[src/rtl/button_event_ctrl.sv]
// button_event_ctrl: turns debounced button levels into one ordered event
// stream. Each button runs a timing FSM (PRESS / SHORT / LONG / REPEAT), events
// wait in a one-deep slot per button, and a round-robin arbiter feeds a single
// valid/ready output register. Overwriting an unsent event sets a sticky flag.
module button_event_ctrl #(
    parameter int NUM_BTN       = 4,
    parameter int LONG_CYCLES   = 100_000_000,
    parameter int REPEAT_CYCLES = 20_000_000
) (
    input  logic                       clk_in,
    input  logic                       rst_n_in,
    input  logic [NUM_BTN-1:0]         btn_in,
    input  logic                       evt_ready_in,
    input  logic                       clr_overflow_in,
    output logic                       evt_valid_out,
    output logic [$clog2(NUM_BTN)-1:0] evt_btn_out,
    output logic [1:0]                 evt_code_out,
    output logic [NUM_BTN-1:0]         overflow_out
);

    localparam int BTN_W   = $clog2(NUM_BTN);
    localparam int MAX_CYC = (LONG_CYCLES > REPEAT_CYCLES) ? LONG_CYCLES : REPEAT_CYCLES;
    localparam int CNT_W   = $clog2(MAX_CYC);

    localparam logic [CNT_W-1:0] LONG_LAST   = CNT_W'(LONG_CYCLES - 1);
    localparam logic [CNT_W-1:0] REPEAT_LAST = CNT_W'(REPEAT_CYCLES - 1);

    localparam logic [1:0] EVT_PRESS  = 2'd0;
    localparam logic [1:0] EVT_SHORT  = 2'd1;
    localparam logic [1:0] EVT_LONG   = 2'd2;
    localparam logic [1:0] EVT_REPEAT = 2'd3;

    typedef enum logic [1:0] {
        WAIT_LOW = 2'd0,
        IDLE     = 2'd1,
        PRESSED  = 2'd2,
        HELD     = 2'd3
    } btn_state_t;

    logic [NUM_BTN-1:0] btn_p0;

    btn_state_t         state_q [NUM_BTN];
    btn_state_t         state_d [NUM_BTN];
    logic [CNT_W-1:0]   cnt_q   [NUM_BTN];
    logic [CNT_W-1:0]   cnt_d   [NUM_BTN];
    logic [NUM_BTN-1:0] emit;
    logic [1:0]         emit_code [NUM_BTN];

    logic [NUM_BTN-1:0] slot_vld_p1;
    logic [1:0]         slot_code_p1 [NUM_BTN];

    logic [BTN_W-1:0]   rr_ptr_q;
    logic               win_vld;
    logic [BTN_W-1:0]   win_idx;
    logic               out_load;
    logic [NUM_BTN-1:0] grant;

    // Stage 0: sample button levels; reset value "pressed" keeps held buttons in WAIT_LOW
    always_ff @(posedge clk_in or negedge rst_n_in) begin
        if (!rst_n_in) begin
            btn_p0 <= '1;
        end else begin
            btn_p0 <= btn_in;
        end
    end

    // Per-button FSM state and hold counter registers
    always_ff @(posedge clk_in or negedge rst_n_in) begin
        if (!rst_n_in) begin
            for (int i = 0; i < NUM_BTN; i++) begin
                state_q[i] <= WAIT_LOW;
                cnt_q[i]   <= '0;
            end
        end else begin
            for (int i = 0; i < NUM_BTN; i++) begin
                state_q[i] <= state_d[i];
                cnt_q[i]   <= cnt_d[i];
            end
        end
    end

    // Per-button next-state, counter and event emission
    always_comb begin
        for (int i = 0; i < NUM_BTN; i++) begin
            state_d[i]   = state_q[i];
            cnt_d[i]     = cnt_q[i];
            emit[i]      = 1'b0;
            emit_code[i] = EVT_PRESS;
            case (state_q[i])
                WAIT_LOW: begin
                    if (!btn_p0[i]) state_d[i] = IDLE;
                end
                IDLE: begin
                    if (btn_p0[i]) begin
                        state_d[i]   = PRESSED;
                        cnt_d[i]     = '0;
                        emit[i]      = 1'b1;
                        emit_code[i] = EVT_PRESS;
                    end
                end
                PRESSED: begin
                    if (!btn_p0[i]) begin
                        state_d[i]   = IDLE;
                        emit[i]      = 1'b1;
                        emit_code[i] = EVT_SHORT;
                    end else if (cnt_q[i] == LONG_LAST) begin
                        state_d[i]   = HELD;
                        cnt_d[i]     = '0;
                        emit[i]      = 1'b1;
                        emit_code[i] = EVT_LONG;
                    end else begin
                        cnt_d[i] = cnt_q[i] + CNT_W'(1);
                    end
                end
                HELD: begin
                    if (!btn_p0[i]) begin
                        state_d[i] = IDLE;
                    end else if (cnt_q[i] == REPEAT_LAST) begin
                        cnt_d[i]     = '0;
                        emit[i]      = 1'b1;
                        emit_code[i] = EVT_REPEAT;
                    end else begin
                        cnt_d[i] = cnt_q[i] + CNT_W'(1);
                    end
                end
                default: state_d[i] = WAIT_LOW;
            endcase
        end
    end

    // Round-robin search over pending slots, starting just after the last grant
    always_comb begin
        int               idx;
        logic [BTN_W-1:0] cand;
        idx     = 0;
        cand    = '0;
        win_vld = 1'b0;
        win_idx = '0;
        for (int k = 1; k <= NUM_BTN; k++) begin
            idx = int'(rr_ptr_q) + k;
            if (idx >= NUM_BTN) idx = idx - NUM_BTN;
            cand = BTN_W'(idx);
            if (!win_vld && slot_vld_p1[cand]) begin
                win_vld = 1'b1;
                win_idx = cand;
            end
        end
    end

    assign out_load = !evt_valid_out || evt_ready_in;
    assign grant    = (out_load && win_vld) ? (NUM_BTN'(1) << win_idx) : '0;

    // Stage 1: pending slots; a fresh emit beats a same-cycle grant clear
    always_ff @(posedge clk_in or negedge rst_n_in) begin
        if (!rst_n_in) begin
            slot_vld_p1  <= '0;
            overflow_out <= '0;
            for (int i = 0; i < NUM_BTN; i++) slot_code_p1[i] <= EVT_PRESS;
        end else begin
            for (int i = 0; i < NUM_BTN; i++) begin
                if (emit[i]) begin
                    slot_vld_p1[i]  <= 1'b1;
                    slot_code_p1[i] <= emit_code[i];
                end else if (grant[i]) begin
                    slot_vld_p1[i] <= 1'b0;
                end
                if (emit[i] && slot_vld_p1[i] && !grant[i]) begin
                    overflow_out[i] <= 1'b1;
                end else if (clr_overflow_in) begin
                    overflow_out[i] <= 1'b0;
                end
            end
        end
    end

    // Stage 2: output register, reloaded only when empty or being accepted
    always_ff @(posedge clk_in or negedge rst_n_in) begin
        if (!rst_n_in) begin
            evt_valid_out <= 1'b0;
            evt_btn_out   <= '0;
            evt_code_out  <= EVT_PRESS;
            rr_ptr_q      <= BTN_W'(NUM_BTN - 1);
        end else if (out_load) begin
            evt_valid_out <= win_vld;
            if (win_vld) begin
                evt_btn_out  <= win_idx;
                evt_code_out <= slot_code_p1[win_idx];
                rr_ptr_q     <= win_idx;
            end
        end
    end

endmodule

[config.mk]
export PLATFORM = sky130hd
export DESIGN_NAME = button_event_ctrl
export DESIGN_NICKNAME = d
export VERILOG_FILES = /design/src/rtl/button_event_ctrl.sv
export SDC_FILE = /design/constraint.sdc
export NUM_CORES = 1
export LEC_CHECK = 0
export ABC_CLOCK_PERIOD_IN_PS = 2700
export CAP_MARGIN = 20
export CORE_AREA = 3 3 135 104
export DETAILED_ROUTE_END_ITERATION = 6
export DIE_AREA = 0 0 138 107
export DONT_BUFFER_PORTS = 1
export MAX_ROUTING_LAYER = met4
export PLACE_DENSITY = 0.85
export SETUP_SLACK_MARGIN = 0.3
export SKIP_CTS_REPAIR_TIMING = 1
export SYNTH_ARGS = -nofsm -noshare
export SYNTH_HDL_FRONTEND = slang
export SYNTH_SLANG_ARGS = --single-unit
[constraint.sdc]
create_clock -name clk_in -period 2.7 [get_ports clk_in]
set_input_delay 0.81 -clock clk_in [delete_from_list [all_inputs] [get_ports clk_in]]
set_output_delay 0.81 -clock clk_in [all_outputs]
set_load 0.005 [all_outputs]
==> out/metrics.cfg <==
[global_routing]
grt_first_pass_wirelength_um=30500
overflow=0
grt_pass1_vias=6308
grt_start_max_net_pins=144
antenna_found_initial=0
grt_util_all_layers_pct=25.5

[logic_synthesis]
netlist.area_leader.share_pct=43.3
yosys.area.top_type=dfrtp_1
synthTopCellsByCount=dfrtp_1 (137), nor2_1 (115), nand2_1 (98)
yosysWarnings=0
ys_ff_latch=143
synthArstFlopShare_pct=100
post-synth-top-count-cell=dfrtp_1
yosysSeqAreaShare_pct=45.3
synth_edf_count=0
avgSynthCellArea_um2=9.08
syn-num-nets=907
netlist_area_mm2=0.00792
synth_cell_types=63
netlist_top_cells_area=dfrtp_1 (43%), nor2_1 (5.4%), nand2_1 (4.6%), xnor2_1 (4.2%), ha_1 (4.1%)
syn_inst=873
synth_ff_type=dfrtp_1

[floorplanning]
die_w_um=138
die_height_um=107
pin_count=17
die_area_mm2=0.0148
coreArea_mm2=0.0129
rows=36
floorplan.initialDensity_pct=61.5

[timing]
slew_headroom_pct=59.9
fin_ws_ps=185
finalSetupViolations=0
setup-tns-final_ps=0
drv_slew=0
skew_ps=9.28
tightest_slew_ps=596
hold_viol_final=0
period_share_pct=93.2
rsz0062_at_grt=yes
period_needed_ps=2520
max_freq_mhz=398

[setup_path]
required_ps=3000
r2r-start=cnt_q[8]
endpoint=cnt_q[12]
timing.rr.end=cnt_q[12]
cp_max_fo=7
crit_path_start_kind=register
r2r_slack_ps=180
cp-startpoint=cnt_q[8]
ff2ff_path_depth=7
end_kind=register
path_class=reg2reg
cp.arrival_ps=2820

[detailed_routing]
viasPerCell=6.23
drt_iter0_markers=664
drt_first_pass_iters=5
met1_length_um=8220
antenna_left=0
wl_met3_um=1100
drt-total-wl_um=18400
vias=6780
wire_per_inst_um=16.9
met2WireLength_um=8700
highest_layer=met4
drc_errors=0

[clock_tree]
htree_levels=4
clk_pin_slew_ps=70
clock_latency_ps=420
root_buffer=clkbuf_16
cts_tree=yes
numCtsBuffers=17
clock_path_buffers=2
cts_sinks=143

[cells_and_area]
final_util_pct=70.8
drive_gt1_share_pct=13.7
multi_input_area_mm2=0.00427
seqCellArea_mm2=0.00359
insertedDiodeCount=0
layout.nets=938
fillCellCount=943
area_growth_pct=15.0

[run]
cap_violations=0

[place]
pre_cts_ws_ps=120
dp.final_hpwl_um=11800
port_buffers=0
place.gp.congestion=0.926

[power]
ir_drop_uv=511
powerDensity_mw_per_mm2=880
p_leak_nw=3.84

[min_path]
hp-class=in2async

[outcome]
status=finished, final reports clean

stage by stage:
step | area [um^2] | std cells | power, mW | hold WS (ps)
4_1_cts | 8840 | 1077 | 7.75 | 75.3
3_3_place_gp | 8220 | 1045 | 5.14 | 488
6_report | 9120 | 1088 | 8.02 | 82.1
5_1_grt | 9120 | 1088 | 8.48 | 65.2
2_1_floorplan | 7920 | 873 | 4.47 | 458
3_5_place_dp | 8220 | 1045 | 5.22 | 492
kinds of logic after synthesis:
family                   after synthesis  synth area share (%)
AO/OA/AOI/OAI                        155                  13.1
XOR/XNOR                              61                  6.74
adder cells (fa/ha/maj)               26                  4.11
buffers and inverters                 58                  2.98
flip-flops                           143                  45.3
multiplexers                          17                  2.31
AND/OR/NAND/NOR                      413                  25.5
sequential cells by signal, indices dropped and copies added, names as in the netlist:
register	flops
cnt_q	108
slot_code_p1	8
state_q	8
btn_p0	4
overflow_out	4
slot_vld_p1	4
evt_btn_out	2
evt_code_out	2
rr_ptr_q	2
evt_valid_out	1
report_power, final:
part | total, mW | internal [mW] | leakage [nW] | switching (mW)
clock | 2.52 | 1.58 | 0.308 | 0.942
combinational | 2.81 | 1.14 | 1.62 | 1.67
sequential | 2.69 | 2.42 | 1.91 | 0.274
total | 8.02 | 5.14 | 3.84 | 2.88
final cells by class:
cell class | instances | share of cell area (%)
repair buffers | 29 | 2.84
multi-input cells | 672 | 46.8
inverters | 41 | 1.69
flip-flops and latches | 143 | 39.4
well taps | 171 | 2.35
clock buffers | 19 | 4.86
clock inverters | 13 | 2.05
how the worst min path moves through the flow:
stage                     slack [ps]               to
after floorplan                  460        cnt_q[71]
after global placement           490  slot_code_p1[3]
after detailed placement         490  slot_code_p1[3]
after CTS                         80        cnt_q[34]
after global routing              70        cnt_q[36]
final                             80        cnt_q[34]
worst max-delay path, stage by stage, from the launching register on:
cell and delay [ps]:
dfrtp_1 430, or4_4 530, or4_4 450, o41ai_4 350, and2_4 260, buf_12 120
nor3_2 40, a211o_1 220
per-layer routing:
metal  vias to the layer above  track usage [%]
li1                       3192                -
met1                      3274             34.8
met2                       263             39.2
met3                        51             4.73
met4                         0             7.90
met5                         -                -
cell usage in the layout, fill, tap and decap left out, drive strengths merged, types with 23 or more instances in the layout:
cell	instances
inv	43
buf	29
ha	26
xor2	23
xnor2	38
a21oi	29
nor2	119
nand3	50
nor3	33
nand4	28
nand2	98
o21ai	44
dfrtp	137
No activity file was read; power rests on OpenSTA's default activity.
